### config.mk
export PLATFORM = sky130hd
export DESIGN_NAME = hdmi_video_timing_ctrl
export DESIGN_NICKNAME = d
export VERILOG_FILES = /design/src/rtl/hdmi_video_timing_ctrl.sv
export SDC_FILE = /design/constraint.sdc
export NUM_CORES = 1
export LEC_CHECK = 0
export ABC_AREA = 1
export CORE_UTILIZATION = 30
export DETAILED_ROUTE_END_ITERATION = 16
export PLACE_DENSITY = 0.49
export SLEW_MARGIN = 20
export SYNTH_ARGS = -nofsm -noshare
export SYNTH_HDL_FRONTEND = slang
export SYNTH_SLANG_ARGS = --single-unit
### constraint.sdc
create_clock -name i_pix_clk -period 1.6 [get_ports i_pix_clk]
set_input_delay 0.32 -clock i_pix_clk [delete_from_list [all_inputs] [get_ports i_pix_clk]]
set_output_delay 0.32 -clock i_pix_clk [all_outputs]
set_load 0.03 [all_outputs]
### src/rtl/hdmi_video_timing_ctrl.sv
// Video timing controller for the HDMI generator: raster counters, registered sync/DE decode,
// one-cycle-lookahead pixel request and a sticky pixel-source underflow flag.
module hdmi_video_timing_ctrl #(
  parameter int unsigned H_ACTIVE = 1280,
  parameter int unsigned H_FP     = 110,
  parameter int unsigned H_SYNC   = 40,
  parameter int unsigned H_BP     = 220,
  parameter int unsigned V_ACTIVE = 720,
  parameter int unsigned V_FP     = 5,
  parameter int unsigned V_SYNC   = 5,
  parameter int unsigned V_BP     = 20,
  parameter bit          H_POL    = 1'b1,
  parameter bit          V_POL    = 1'b1
) (
  input  logic        i_pix_clk,
  input  logic        i_rst,
  input  logic        i_enable,
  input  logic        i_pix_valid,
  input  logic        i_clr_underflow,
  output logic        o_de,
  output logic        o_hsync,
  output logic        o_vsync,
  output logic [1:0]  o_ctrl_ch0,
  output logic [1:0]  o_ctrl_ch1,
  output logic [1:0]  o_ctrl_ch2,
  output logic [11:0] o_x,
  output logic [11:0] o_y,
  output logic        o_pix_req,
  output logic        o_frame_start,
  output logic        o_line_start,
  output logic        o_underflow,
  output logic        o_busy
);

  localparam int unsigned H_TOTAL = H_ACTIVE + H_FP + H_SYNC + H_BP;
  localparam int unsigned V_TOTAL = V_ACTIVE + V_FP + V_SYNC + V_BP;

  localparam logic [11:0] H_ACT     = 12'(H_ACTIVE);
  localparam logic [11:0] H_SYNC_LO = 12'(H_ACTIVE + H_FP);
  localparam logic [11:0] H_SYNC_HI = 12'(H_ACTIVE + H_FP + H_SYNC - 1);
  localparam logic [11:0] H_LAST    = 12'(H_TOTAL - 1);
  localparam logic [11:0] V_ACT     = 12'(V_ACTIVE);
  localparam logic [11:0] V_SYNC_LO = 12'(V_ACTIVE + V_FP);
  localparam logic [11:0] V_SYNC_HI = 12'(V_ACTIVE + V_FP + V_SYNC - 1);
  localparam logic [11:0] V_LAST    = 12'(V_TOTAL - 1);

  typedef enum logic [1:0] {StIdle, StRun, StStopping} state_t;

  function automatic logic f_active(input logic [11:0] h, input logic [11:0] v);
    return (h < H_ACT) && (v < V_ACT);
  endfunction

  state_t      r_state, w_state_nxt;
  logic [11:0] r_h, r_v, w_h_nxt, w_v_nxt, w_h_inc, w_v_inc;
  logic [11:0] r_x, r_y, w_x_nxt, w_y_nxt;
  logic        r_de, r_hsync, r_vsync, r_pix_req, r_frame_start, r_line_start, r_underflow;
  logic        w_de_nxt, w_hsync_nxt, w_vsync_nxt, w_pix_req_nxt, w_fs_nxt, w_ls_nxt;
  logic        w_underflow_nxt;
  logic        w_h_wrap;

  always_comb begin
    w_h_wrap      = (r_h == H_LAST);
    w_h_inc       = w_h_wrap ? 12'd0 : r_h + 12'd1;
    w_v_inc       = w_h_wrap ? ((r_v == V_LAST) ? 12'd0 : r_v + 12'd1) : r_v;
    w_state_nxt   = r_state;
    w_h_nxt       = r_h;
    w_v_nxt       = r_v;
    w_de_nxt      = 1'b0;
    w_hsync_nxt   = ~H_POL;
    w_vsync_nxt   = ~V_POL;
    w_x_nxt       = 12'd0;
    w_y_nxt       = 12'd0;
    w_pix_req_nxt = 1'b0;
    w_fs_nxt      = 1'b0;
    w_ls_nxt      = 1'b0;

    unique case (r_state)
      StIdle: begin
        w_h_nxt = 12'd0;
        w_v_nxt = 12'd0;
        if (i_enable) begin
          w_state_nxt   = StRun;
          w_pix_req_nxt = f_active(12'd0, 12'd0);
        end
      end
      StRun, StStopping: begin
        w_h_nxt       = w_h_inc;
        w_v_nxt       = w_v_inc;
        w_de_nxt      = f_active(r_h, r_v);
        w_hsync_nxt   = (r_h >= H_SYNC_LO && r_h <= H_SYNC_HI) ? H_POL : ~H_POL;
        w_vsync_nxt   = (r_v >= V_SYNC_LO && r_v <= V_SYNC_HI) ? V_POL : ~V_POL;
        w_x_nxt       = r_h;
        w_y_nxt       = r_v;
        w_fs_nxt      = (r_h == 12'd0) && (r_v == 12'd0);
        w_ls_nxt      = (r_h == 12'd0);
        // Lookahead: request for the position that the next edge will present.
        w_pix_req_nxt = f_active(w_h_inc, w_v_inc);
        if (r_state == StRun) begin
          if (!i_enable) w_state_nxt = StStopping;
        end else if (i_enable) begin
          w_state_nxt = StRun;
        end else if (w_h_wrap && (r_v == V_LAST)) begin
          w_state_nxt   = StIdle;
          w_pix_req_nxt = 1'b0;
        end
      end
      default: w_state_nxt = StIdle;
    endcase

    // Set wins over clear; IDLE holds the flag at its reset value.
    if (r_state == StIdle)           w_underflow_nxt = 1'b0;
    else if (r_de && !i_pix_valid)   w_underflow_nxt = 1'b1;
    else if (i_clr_underflow)        w_underflow_nxt = 1'b0;
    else                             w_underflow_nxt = r_underflow;
  end

  always_ff @(posedge i_pix_clk or posedge i_rst) begin
    if (i_rst) begin
      r_state       <= StIdle;
      r_h           <= 12'd0;
      r_v           <= 12'd0;
      r_de          <= 1'b0;
      r_hsync       <= ~H_POL;
      r_vsync       <= ~V_POL;
      r_x           <= 12'd0;
      r_y           <= 12'd0;
      r_pix_req     <= 1'b0;
      r_frame_start <= 1'b0;
      r_line_start  <= 1'b0;
      r_underflow   <= 1'b0;
    end else begin
      r_state       <= w_state_nxt;
      r_h           <= w_h_nxt;
      r_v           <= w_v_nxt;
      r_de          <= w_de_nxt;
      r_hsync       <= w_hsync_nxt;
      r_vsync       <= w_vsync_nxt;
      r_x           <= w_x_nxt;
      r_y           <= w_y_nxt;
      r_pix_req     <= w_pix_req_nxt;
      r_frame_start <= w_fs_nxt;
      r_line_start  <= w_ls_nxt;
      r_underflow   <= w_underflow_nxt;
    end
  end

  assign o_de          = r_de;
  assign o_hsync       = r_hsync;
  assign o_vsync       = r_vsync;
  assign o_ctrl_ch0    = {r_vsync, r_hsync};
  assign o_ctrl_ch1    = 2'b00;
  assign o_ctrl_ch2    = 2'b00;
  assign o_x           = r_x;
  assign o_y           = r_y;
  assign o_pix_req     = r_pix_req;
  assign o_frame_start = r_frame_start;
  assign o_line_start  = r_line_start;
  assign o_underflow   = r_underflow;
  assign o_busy        = (r_state != StIdle);

endmodule

==> results of run 1 <==
==> cell usage in the layout (no fill, tap or decap), types with 8 or more instances in the layout <==
master,netlist,layout
a21oi_1,13,11
buf_4,7,70
clkbuf_8,0,11
dfrtp_1,57,52
dlygate4sd2_1,0,33
inv_1,65,56
inv_2,7,15
nand2_1,101,94
nand2_2,4,11
nand3_1,20,15
nand3_2,3,8
nand4_1,9,9
nor2_1,37,25
nor2_2,4,14
nor3_1,14,11
==> power by group <==
| part | total, mW | internal [mW] | switching, mW | leakage (nW) |
|---|---|---|---|---|
| logic | 2.31 | 0.959 | 1.35 | 1.62 |
| clock network | 1.24 | 0.639 | 0.598 | 0.0932 |
| registers | 1.68 | 1.58 | 0.102 | 0.775 |
| total | 5.23 | 3.18 | 2.05 | 2.48 |
==> how the worst min path moves through the flow <==
stage,from,endpoint,cells past startpoint
6_report,i_rst,r_v[6],2
5_1_grt,i_rst,r_v[6],2
4_1_cts,i_rst,r_v[6],2
3_5_place_dp,r_v[10],o_y[10],2
3_3_place_gp,r_v[10],o_y[10],2
2_1_floorplan,i_rst,o_de,1
==> stage by stage <==
step / power, mW / hold WS (ns)
3_5_place_dp: 3.72 / 0.480
3_3_place_gp: 3.72 / 0.461
2_1_floorplan: 2.79 / 0.407
5_1_grt: 5.53 / 0.335
6_report: 5.23 / 0.311
4_1_cts: 5.08 / 0.313
==> Yosys cell counts, drive strengths merged <==
cell type,number
nand3,23
ha,11
a21oi,13
inv,72
o22a,1
xor2,6
clkinv,1
nand3b,1
a32oi,1
o22ai,8
nand2,107
xnor2,1
nor3b,1
clkbuf,2
nand4,9
a31oi,2
dfrtp,57
buf,13
nor4,3
nor2,46
nor3,14
o21ai,14
conb,1
==> worst max-delay path: stages (launching register included) <==
cell and delay (ns):
dfrtp_2 0.41, ha_2 0.20, nand4_1 0.17, nor2_1 0.19, nand3_2 0.09, nand2_2 0.08, buf_4 0.10, buf_4 0.09
buf_4 0.09, nand4_1 0.07, o21ai_1 0.08
==> state kept, by name, indices dropped and copies added, names as in the netlist <==
name / count
o_pix_req: 1
o_underflow: 1
o_x: 12
o_hsync: 1
o_vsync: 1
o_line_start: 1
r_v: 12
r_state: 2
o_frame_start: 1
r_h: 12
o_de: 1
o_y: 12
==> logic make-up after synthesis <==
kind of cell | after synthesis | synth area share
fa+ha+maj | 11 | 0.0434
flops | 57 | 0.450
buf+inv | 88 | 0.116
other cells | 1 | 0.00118
xor+xnor | 7 | 0.0193
simple gates | 204 | 0.302
compound gates | 39 | 0.0678
==> area by class of cell <==
type / count / area [µm²]
Fill cell: 1065 / 5700
Multi-Input combinational cell: 266 / 1600
Sequential cell: 57 / 1430
Timing Repair Buffer: 112 / 928
Inverter: 73 / 279
Tap cell: 136 / 170
Clock buffer: 13 / 159
Clock inverter: 3 / 15.0
==> routing by layer <==
layer / GRT usage / vias to the layer above / share of wire
met3: 0.0299 / 18 / 0.034
met5: 0 / - / 0
met2: 0.251 / 73 / 0.45
met1: 0.233 / 1420 / 0.48
li1: - / 1481 / -
met4: 0.0956 / 0 / 0.032
==> what timing repair did <==
item,4_1_cts,5_1_grt
pin swaps,11,18
gates cloned,1,0
endpoints found under the setup margin,52,25
resized for setup,51,45
setup buffers,9,5
==> flow_summary.json, run 1 <==
{
  "run_status": "finished with violations",
  "failed_checks": "setup timing",
  "r2r_start": "r_v[1]",
  "vias": 2992,
  "insertion_delay_ns": 0.35,
  "clock_skew_ns": 0.00823,
  "num_io_pins": 43,
  "portBuffers": 38,
  "first_pass_iters": 4,
  "antenna_left": 0,
  "crit_required_ns": 1.88,
  "grt_max_degree": 26,
  "cts_sinks": 57,
  "irDropWorstVdd_v": 0.000815,
  "pre_cts_slack_ns": -0.103,
  "arrival_ns": 1.93,
  "die_y_um": 105,
  "num_rows": 37,
  "fmax_mhz": 608,
  "period_minus_slack_ns": 1.64,
  "nets": 535,
  "path_class": "flop to flop",
  "grt_first_pass_wirelength_um": 14300,
  "cts_made_buffers": 9,
  "path_max_fanout": 5,
  "gr-total-overflow": 0,
  "gp_congestion": 0.871,
  "syn_inst": 407,
  "timing.final.ws_setup_ns": -0.0440,
  "start_util": 0.309,
  "coreArea_um2": 10300,
  "yosys.area.top_type_share": 0.450,
  "cap_violations": 0,
  "timing.final.crit_share": 1.03,
  "hold_viol_final": 0,
  "wl_um": 8710,
  "drv_slew": 0,
  "die_w_um": 105,
  "drt_iter0_markers": 128,
  "power_density_nw_per_um2": 1140,
  "r2r_cells": 10,
  "yosysWarnings": 0,
  "cts_tree": "built",
  "placed_cell_area_um2": 4130,
  "end_kind": "flop",
  "grt.total_usage": 0.170,
  "dpl.hpwl_um": 6400,
  "syn_area_um2": 3170,
  "wl_per_cell_um": 13.2,
  "drc_errors": 0,
  "fin_cells": 660,
  "h-tree-depth": 3,
  "synthTopCellsByArea": "dfrtp_1, nand2_1, inv_1, nor2_1, ha_1",
  "avgSynthCellArea_um2": 7.79,
  "clkTransAtPathRegs_ns": 0.07,
  "critPathCapture": "r_v[6]",
  "num_antenna_cells": 0,
  "cp-startpoint": "r_v[1]",
  "reg2reg_to": "r_v[6]",
  "antenna_found_initial": 0,
  "grt_pass1_vias": 2830,
  "cts_root_buf": "clkbuf_8",
  "hp-class": "input port to async pin",
  "postCtsHoldBufs": 0,
  "setup_tns_ns": -0.0869,
  "ys_seq_area_frac": 0.450,
  "dpl.cell_count": 629,
  "crit_path_start_kind": "flop",
  "syn2layout_area_growth_pct": 44.5,
  "clk_path_buf_depth": 2,
  "yosysTopAreaCell": "dfrtp_1",
  "layout-drive-gt1-share": 0.326,
  "r2r_slack_ns": -0.04,
  "final_area_um2": 4580,
  "die_area_um2": 11000,
  "ys_seq_elements": 57,
  "post-route-util": 0.446,
  "p_leak_nw": 2.48,
  "post_drt_via_cell_ratio": 4.53,
  "setup_viol": 3,
  "synth_cell_types": 34,
  "rsz0062_at_grt": "yes"
}
Power figures use the tool's default switching activity.
==> run 2: changes to the inputs <==
--- a/config.mk
+++ b/config.mk
@@ -8,7 +8,8 @@
 export ABC_AREA = 1
 export CORE_UTILIZATION = 30
 export DETAILED_ROUTE_END_ITERATION = 16
-export PLACE_DENSITY = 0.49
+export PLACE_DENSITY = 0.47
+export REMOVE_ABC_BUFFERS = 1
 export SLEW_MARGIN = 20
 export SYNTH_ARGS = -nofsm -noshare
 export SYNTH_HDL_FRONTEND = slang
==> constraint.sdc (replaced) <==
create_clock -name i_pix_clk -period 1.7 [get_ports i_pix_clk]
set_input_delay 0.34 -clock i_pix_clk [delete_from_list [all_inputs] [get_ports i_pix_clk]]
set_output_delay 0.34 -clock i_pix_clk [all_outputs]
set_load 0.03 [all_outputs]
==> flow_summary.json, run 2 (synthesis results as in run 1) <==
{
  "final_area_um2": 4390,
  "cts_made_buffers": 9,
  "first_pass_iters": 4,
  "post_drt_via_cell_ratio": 4.43,
  "pwr-share-comb": 0.429,
  "r2r_cells": 12,
  "vias": 2779,
  "portBuffers": 38,
  "antenna_left": 0,
  "fillers": 1026,
  "drc_errors": 0,
  "drv_slew": 0,
  "cts_tree": "built",
  "cp_slowest_cell": "clkdlybuf4s50_1",
  "fmax_mhz": 600,
  "nets": 506,
  "gr-total-overflow": 0,
  "r2r_slack_ns": 0.05,
  "num_io_pins": 43,
  "layout-drive-gt1-share": 0.276,
  "path_class": "flop to primary output",
  "clkTransAtPathRegs_ns": 0.06,
  "run_status": "finished, final reports clean",
  "mostFrequentLayoutCell": "nand2_1",
  "cap_violations": 0,
  "cp-startpoint": "o_x[2]",
  "drt_iter0_markers": 106,
  "cp_top_family": "buffers and inverters",
  "arrival_ns": 1.33,
  "postCtsHoldBufs": 0,
  "antenna_found_initial": 0,
  "num_rows": 37,
  "reg2reg_to": "o_pix_req",
  "die_w_um": 105,
  "period_minus_slack_ns": 1.67,
  "most-common-layout-cells": "nand2_1, inv_1, dfrtp_1, buf_4, nor2_1",
  "rsz0062_at_grt": "yes",
  "post-route-util": 0.427,
  "regArea_um2": 1440,
  "p_leak_nw": 2.41,
  "gp_congestion": 0.842,
  "insertion_delay_ns": 0.35,
  "cts_sinks": 57,
  "crit_required_ns": 1.36,
  "path_max_fanout": 1,
  "placed_cell_area_um2": 3900,
  "start_util": 0.309,
  "irDropWorstVdd_v": 0.000748,
  "wl_um": 8120,
  "clk_path_buf_depth": 2,
  "grt_first_pass_wirelength_um": 13600,
  "r2r_start": "r_h[1]",
  "pwr-share-clk": 0.227,
  "timing.final.crit_share": 0.980,
  "dpl.hpwl_um": 5710,
  "setup_viol": 0,
  "die_y_um": 105,
  "p_seq_frac": 0.344,
  "grt_max_degree": 58,
  "crit_chain": "clkdlybuf4s50_1",
  "p_int_mw": 2.81,
  "multi_input_area_um2": 1580,
  "total_power_mw": 4.63,
  "grt_pass1_vias": 2834,
  "syn2layout_area_growth_pct": 38.5,
  "wl_per_cell_um": 12.9,
  "p_switching_mw": 1.82,
  "coreArea_um2": 10300,
  "power_density_nw_per_um2": 1050,
  "clock_skew_ns": 0.00712,
  "num_antenna_cells": 0,
  "end_kind": "primary output",
  "worstSetupPathDepth": 1,
  "die_area_um2": 11000,
  "hold_viol_final": 0,
  "critPathBufInv": 1,
  "critPathMaxStageDelay_ns": 0.66,
  "whs_ns": 0.368,
  "cts_root_buf": "clkbuf_8",
  "critPathCapture": "o_x[2]",
  "h-tree-depth": 3,
  "p_sw_frac": 0.393,
  "setup_tns_ns": 0,
  "crit_path_start_kind": "flop",
  "grt.total_usage": 0.159,
  "hp-class": "input port to async pin"
}
run 2: what timing repair did:
item                       CTS  global route
setup buffers                6             7
resized for setup           13            71
pin swaps                    7            23
gates cloned                 0             1
setup endpoints to repair   15            36
run 2: stage by stage:
step,cells,setup slack (ns)
after global routing,628,-0.0923
final,628,0.0335
after global placement,601,-0.0593
after floorplan,395,-0.308
after detailed placement,601,-0.0429
after CTS,620,0.000193
run 2: power by group through the flow:
stage,clock network [mW],registers (mW),logic (mW)
CTS,1.09,1.58,1.83
detailed placement,0,1.60,1.80
global route,1.14,1.61,2.20
finish,1.05,1.59,1.99
global placement,0,1.60,1.81
floorplan,0,1.73,0.837
run 2: area by class of cell:
cell class,instances,share of cell area
inverters,73,0.0627
repair buffers,83,0.177
clock inverters,1,0.00114
multi-input cells,266,0.360
flip-flops and latches,57,0.328
clock buffers,12,0.0330
well taps,136,0.0387
run 2: routing by layer:
layer  GRT usage  vias up  wire, µm
li1            -     1426         -
met4      0.0865        0       154
met3      0.0237       12       305
met1       0.213     1285      4010
met5           0        -         0
met2       0.247       56      3650
run 2: how the worst min path moves through the flow:
| stage | cells past startpoint | endpoint | slack (ns) | from |
|---|---|---|---|---|
| after floorplan | 2 | o_y[10] | 0.45 | r_v[10] |
| after global routing | 3 | r_h[5] | 0.40 | i_rst |
| after detailed placement | 2 | o_y[10] | 0.47 | r_v[10] |
| after global placement | 2 | o_y[10] | 0.47 | r_v[10] |
| final | 3 | r_h[5] | 0.37 | i_rst |
| after CTS | 3 | r_h[5] | 0.37 | i_rst |
run 2: worst min-delay path: stages:
cell             delay, ns
clkdlybuf4s50_1       0.41
inv_2                 0.07
buf_12                0.29
